--- config.mk ---
export PLATFORM = sky130hd
export DESIGN_NAME = hazard_scoreboard
export DESIGN_NICKNAME = d
export VERILOG_FILES = /design/src/rtl/hazard_scoreboard.sv
export SDC_FILE = /design/constraint.sdc
export NUM_CORES = 1
export LEC_CHECK = 0
export CORE_AREA = 3 3 55 57
export DETAILED_ROUTE_END_ITERATION = 10
export DIE_AREA = 0 0 58 60
export PLACE_DENSITY = 0.77
export SYNTH_ARGS = -nofsm -noshare
export SYNTH_HDL_FRONTEND = slang
export SYNTH_SLANG_ARGS = --single-unit
export TNS_END_PERCENT = 1
--- constraint.sdc ---
create_clock -name clk -period 1.2 [get_ports clk]
set_input_delay 0.18 -clock clk [delete_from_list [all_inputs] [get_ports clk]]
set_output_delay 0.18 -clock clk [all_outputs]
set_load 0.05 [all_outputs]
--- src/rtl/hazard_scoreboard.sv ---
// rtl/hazard_scoreboard.sv - decode-stage register decoder and RAW hazard scoreboard
// Optional stall counter output enabled by defining HAZARD_SCOREBOARD_STALL_CNT_EN.
module hazard_scoreboard #(
   parameter int REG_AW   = 3,
   parameter int DEPTH    = 3,
   parameter int FWD_MODE = 0
) (
   input  logic              clk,
   input  logic              rst_n,
   input  logic [15:0]       instr,
   input  logic              id_valid,
   input  logic              pipe_en,
   input  logic              flush,
   output logic [REG_AW-1:0] rs,
   output logic [REG_AW-1:0] rt,
   output logic              rs_valid,
   output logic              rt_valid,
   output logic              wr_valid,
   output logic [REG_AW-1:0] wr_reg,
   output logic              stall,
   output logic              sb_busy
`ifdef HAZARD_SCOREBOARD_STALL_CNT_EN
   ,
   output logic [15:0]       stall_cnt
`endif
);

   // Named opcodes that the decode table refers to individually
   localparam logic [4:0] OP_ST   = 5'b10000;
   localparam logic [4:0] OP_LD   = 5'b10001;
   localparam logic [4:0] OP_SLBI = 5'b10010;
   localparam logic [4:0] OP_STU  = 5'b10011;
   localparam logic [4:0] OP_LBI  = 5'b11000;
   localparam logic [4:0] OP_JR   = 5'b00101;
   localparam logic [4:0] OP_JAL  = 5'b00110;
   localparam logic [4:0] OP_JALR = 5'b00111;
   localparam logic [4:0] OP_R1   = 5'b11001;

   // Destination field selector
   localparam logic [2:0] WS_NONE = 3'd0;
   localparam logic [2:0] WS_RD   = 3'd1;
   localparam logic [2:0] WS_RT   = 3'd2;
   localparam logic [2:0] WS_RS   = 3'd3;
   localparam logic [2:0] WS_LINK = 3'd4;

   localparam logic [REG_AW-1:0] LINK_REG = '1;

   logic [4:0]        op;
   logic [REG_AW-1:0] f_rs;
   logic [REG_AW-1:0] f_rt;
   logic [REG_AW-1:0] f_rd;
   logic              rd_rs;
   logic              rd_rt;
   logic [2:0]        wsel;
   logic [REG_AW-1:0] dest_c;
   logic              is_load;
   logic              unused_bits;

   // Scoreboard: index 0 is the stage just after decode
   logic [DEPTH-1:0]             e_v;
   logic [DEPTH-1:0][REG_AW-1:0] e_dest;
   logic [DEPTH-1:0]             e_ld;
   logic [DEPTH-1:0]             match;
   logic                         hazard;

   assign op          = instr[15:11];
   assign f_rs        = REG_AW'(instr[10:8]);
   assign f_rt        = REG_AW'(instr[7:5]);
   assign f_rd        = REG_AW'(instr[4:2]);
   assign unused_bits = ^instr[1:0];
   assign is_load     = (op == OP_LD);

   // Opcode classification: which sources are read and where the destination lives
   always_comb begin
      rd_rs = 1'b0;
      rd_rt = 1'b0;
      wsel  = WS_NONE;
      casez (op)
         5'b010??: begin rd_rs = 1'b1; wsel = WS_RT; end
         5'b101??: begin rd_rs = 1'b1; wsel = WS_RT; end
         OP_R1:    begin rd_rs = 1'b1; wsel = WS_RD; end
         OP_LD:    begin rd_rs = 1'b1; wsel = WS_RT; end
         OP_SLBI:  begin rd_rs = 1'b1; wsel = WS_RS; end
         5'b011??: begin rd_rs = 1'b1; end
         OP_JR:    begin rd_rs = 1'b1; end
         OP_JALR:  begin rd_rs = 1'b1; wsel = WS_LINK; end
         5'b1101?: begin rd_rs = 1'b1; rd_rt = 1'b1; wsel = WS_RD; end
         5'b111??: begin rd_rs = 1'b1; rd_rt = 1'b1; wsel = WS_RD; end
         OP_ST:    begin rd_rs = 1'b1; rd_rt = 1'b1; end
         OP_STU:   begin rd_rs = 1'b1; rd_rt = 1'b1; wsel = WS_RS; end
         OP_LBI:   begin wsel = WS_RS; end
         OP_JAL:   begin wsel = WS_LINK; end
         default:  begin wsel = WS_NONE; end
      endcase
   end

   // Destination mux from the selected instruction field
   always_comb begin
      dest_c = '0;
      case (wsel)
         WS_RD:   dest_c = f_rd;
         WS_RT:   dest_c = f_rt;
         WS_RS:   dest_c = f_rs;
         WS_LINK: dest_c = LINK_REG;
         default: dest_c = '0;
      endcase
   end

   // Decode outputs read as zero when IF/ID holds no real instruction
   always_comb begin
      rs       = '0;
      rt       = '0;
      rs_valid = 1'b0;
      rt_valid = 1'b0;
      wr_valid = 1'b0;
      wr_reg   = '0;
      if (id_valid) begin
         rs       = f_rs;
         rt       = f_rt;
         rs_valid = rd_rs;
         rt_valid = rd_rt;
         wr_valid = (wsel != WS_NONE);
         wr_reg   = dest_c;
      end
   end

   // Per-entry RAW comparison against the decoded sources
   always_comb begin
      match = '0;
      for (int k = 0; k < DEPTH; k++) begin
         match[k] = e_v[k] & ((rs_valid & (e_dest[k] == rs)) |
                              (rt_valid & (e_dest[k] == rt)));
      end
   end

   // Policy select: full stall on any in-flight writer, or load-use only in stage 0
   always_comb begin
      hazard = 1'b0;
      if (FWD_MODE == 0) begin
         hazard = |match;
      end else begin
         hazard = match[0] & e_ld[0];
      end
   end

   assign stall   = id_valid & hazard & ~flush;
   assign sb_busy = |e_v;

   // Scoreboard shift: flush clears, freeze holds, otherwise decode result enters stage 0
   always_ff @(posedge clk or negedge rst_n) begin
      if (!rst_n) begin
         e_v    <= '0;
         e_dest <= '0;
         e_ld   <= '0;
      end else if (flush) begin
         e_v <= '0;
      end else if (pipe_en) begin
         for (int k = DEPTH - 1; k > 0; k--) begin
            e_v[k]    <= e_v[k-1];
            e_dest[k] <= e_dest[k-1];
            e_ld[k]   <= e_ld[k-1];
         end
         e_v[0]    <= id_valid & wr_valid & ~stall;
         e_dest[0] <= wr_reg;
         e_ld[0]   <= is_load;
      end
   end

`ifdef HAZARD_SCOREBOARD_STALL_CNT_EN
   // Saturating count of cycles lost to hazard stalls; survives flushes
   always_ff @(posedge clk or negedge rst_n) begin
      if (!rst_n) begin
         stall_cnt <= '0;
      end else if (stall && pipe_en && (stall_cnt != 16'hFFFF)) begin
         stall_cnt <= stall_cnt + 16'd1;
      end
   end
`endif

endmodule

==> out/metrics.cfg <==
[run_status]
outcome = finished, violations left
violations = negative setup slack

[hold_path]
hold_class = input pin to asynchronous set/reset pin

[layout]
antennaDiodeCount = 0
final_core_util = 0.8120
fillers = 143
syn_to_final_growth_pct = 96.75
drive_above_1_share = 0.5172
finalNetCount = 225

[global_route]
antenna_found_initial = 0
grt_overflow = 0
grt_pass1_wl_um = 5920
grt_pass1_vias = 1291
grt_usage = 0.2235
grt_start_max_net_pins = 13

[logic_synthesis]
syn_nets = 144
synth_seq_cells = 12
netlist.area_leader.share = 0.2885
synthTopCellsByArea = dfrtp_1, xnor2_1, and2_1
syn_area_per_cell_um2 = 8.463
synthCells = 123
ys_seq_area_frac = 0.2885
yosysUniqueCellTypes = 34
synth.largest_area_cell = dfrtp_1
syn_area_um2 = 1041
ys_warn_count = 0

[routing]
wire_per_inst_um = 15.83
first_iter_violations = 49
dr.pass1.iters = 4
postRouteAntennaNets = 0
wirelength_um = 3688
routed_via_density = 5.326
dr_total_vias = 1241
drc = 0

[clock_tree]
cts_tree = yes
clockRootBuffer = clkbuf_4
numCtsBuffers = 3
clk_pin_slew_ns = 0.08
insertion_delay_ns = 0.27
cts_sinks = 12
cts.htree.levels = 1
clockBufferDepth = 2

[critical_path]
crit_required_ns = 1.02
worstSetupPathType = flip-flop to output pin
r2r_end = e_v[0]$_DFFE_PN0P_
start_kind = flip-flop
arrival_ns = 1.75
worstPathCellList = xnor2_1 -> nand3_1 -> o211ai_1 -> a22o_1 -> nor2b_4 -> buf_12
critPathCaptureType = output pin
r2r-start = e_dest[0]$_DFFE_PN0P_
ff2ff_path_depth = 5
cp_max_fo = 3
worst_path_max_delay_cell = dfrtp_1
cpPeakStageDelay_ns = 0.43
rrSetupSlack_ns = -0.17

[timing]
max_freq_mhz = 516.9
min_period_ns = 1.934
slew_viol_final = 0
setup_slack_ns = -0.7345
clock_skew_ns = 0.003801
rsz0062_at_grt = true
period_share = 1.612
finalHoldViolCount = 0
finalSetupViolCount = 13
slew_headroom = 0.7135
tightest_slew_ns = 0.4296

[pwr]
peakVddDrop_v = 0.001012
p_per_area_nw_per_um2 = 785.3
p_leak_nw = 0.9035
p_total_mw = 1.609

[floorplanning]
coreArea_um2 = 2522
die-height_um = 60
ios = 35
num_rows = 18
fp.dieArea_um2 = 3480
start_util = 0.4127
die_width_um = 58

[place]
place.port_buffers = 32
dp_hpwl_um = 2731
gp_congestion = 0.8290

[job]
maxCapViolations = 0

## area by class of cell
type | instances | area (µm²) | area share
multi-input cells | 103 | 869.6 | 0.4246
repair buffers | 82 | 797.0 | 0.3891
flip-flops and latches | 12 | 300.3 | 0.1466
well taps | 30 | 37.54 | 0.01833
clock buffers | 4 | 36.28 | 0.01772
inverters | 2 | 7.507 | 0.003665
## registers in the layout, indices dropped and copies added, names as in the netlist
register and flops:
e_dest 9, e_v 3
## Yosys cell counts
cell type / number
xnor2_1: 18
dfrtp_1: 12
nand2_1: 10
and2_1: 9
nor2_1: 7
a21oi_1: 6
nand2b_1: 5
mux2i_1: 4
nand4_1: 4
o21ai_1: 4
o22ai_1: 4
buf_2: 3
mux2_2: 3
nand3_1: 3
nor2b_1: 3
nor3_1: 3
o21ai_0: 3
buf_4: 2
inv_1: 2
mux2_1: 2
o211ai_1: 2
or3_1: 2
a211o_1: 1
a211oi_1: 1
a21boi_0: 1
a21oi_2: 1
a22o_1: 1
a2bb2oi_1: 1
a31oi_1: 1
buf_6: 1
nor3_2: 1
o21ai_2: 1
or3_4: 1
xor2_1: 1
## layout by cell type, fill, tap and decap left out, types with 2 or more instances in the layout
cell / n
buf_4: 45
xnor2_1: 12
dfrtp_1: 12
buf_12: 10
nand2_1: 9
buf_6: 9
and2_1: 7
o21ai_1: 6
xnor2_2: 6
clkdlybuf4s50_1: 6
nand2b_1: 5
a21oi_1: 5
nor2_1: 5
nor3_4: 4
mux2i_1: 4
nand4_1: 4
nand3_1: 3
nor2b_4: 3
o22ai_1: 3
mux2_2: 3
clkbuf_4: 3
dlygate4sd2_1: 3
buf_2: 3
inv_1: 2
nor2_4: 2
o211ai_1: 2
or3_4: 2
mux2_1: 2
clkdlybuf4s15_1: 2
clkbuf_2: 2
## worst max path at each step
stage,cells past startpoint,end,slack [ns],from
floorplan,5,stall,-0.35,instr[13]
global placement,9,wr_reg[2],-0.81,instr[13]
detailed placement,9,wr_reg[1],-0.88,instr[14]
CTS,6,stall,-0.64,e_dest[7]$_DFFE_PN0P_
global route,6,stall,-0.78,e_dest[1]$_DFFE_PN0P_
finish,6,stall,-0.73,e_dest[0]$_DFFE_PN0P_
## stage by stage
stage                     hold WS (ns)  TNS [ns]  cell area, µm²  cells  setup slack [ns]
after detailed placement        0.4933    -10.74            1888    226           -0.8798
after global placement          0.4872    -9.951            1888    226           -0.8149
after CTS                       0.1958    -3.388            2034    233           -0.6371
after global routing            0.2034    -4.380            2048    233           -0.7817
after floorplan                -0.1156    -1.902            1147    123           -0.3478
final                           0.1956    -3.701            2048    233           -0.7345
## per-layer routing
layer / track usage / share of wire
met1: 0.2750 / 0.39
met2: 0.4129 / 0.54
met3: 0.03240 / 0.053
met4: 0.04636 / 0.014
met5: 0 / 0
## critical path: cells and delay by family (launching register included)
kind | cells | cell delay [ns]
and+or+nand+nor | 2 | 0.30
xor gates and xnor gates | 1 | 0.21
AOI/OAI and AO/OA | 2 | 0.39
DFF | 1 | 0.43
buffers and inverters | 1 | 0.14
## report_power, final
group	total [mW]	switching (mW)	internal, mW
Combinational	0.792	0.374	0.418
Sequential	0.489	0.0487	0.440
Clock	0.327	0.143	0.184
Total	1.61	0.566	1.04
## cell families (layout without fill, tap and decap cells)
| group | count (synthesis) | after routing | synth area share |
|---|---|---|---|
| compound gates | 27 | 27 | 0.1635 |
| xor+xnor | 19 | 19 | 0.1599 |
| buf+inv | 8 | 88 | 0.04687 |
| flops | 12 | 12 | 0.2885 |
| mux | 9 | 9 | 0.09255 |
| simple gates | 48 | 48 | 0.2488 |
## repair_timing
action | in CTS | in global routing
endpoints found under the setup margin | 18 | 16
pin swaps | 9 | 7
hold buffers | 0 | 0
gates resized for setup | 50 | 13
gates cloned | 0 | 0
setup buffers | 3 | 0
No activity file was read; power rests on OpenSTA's default activity.
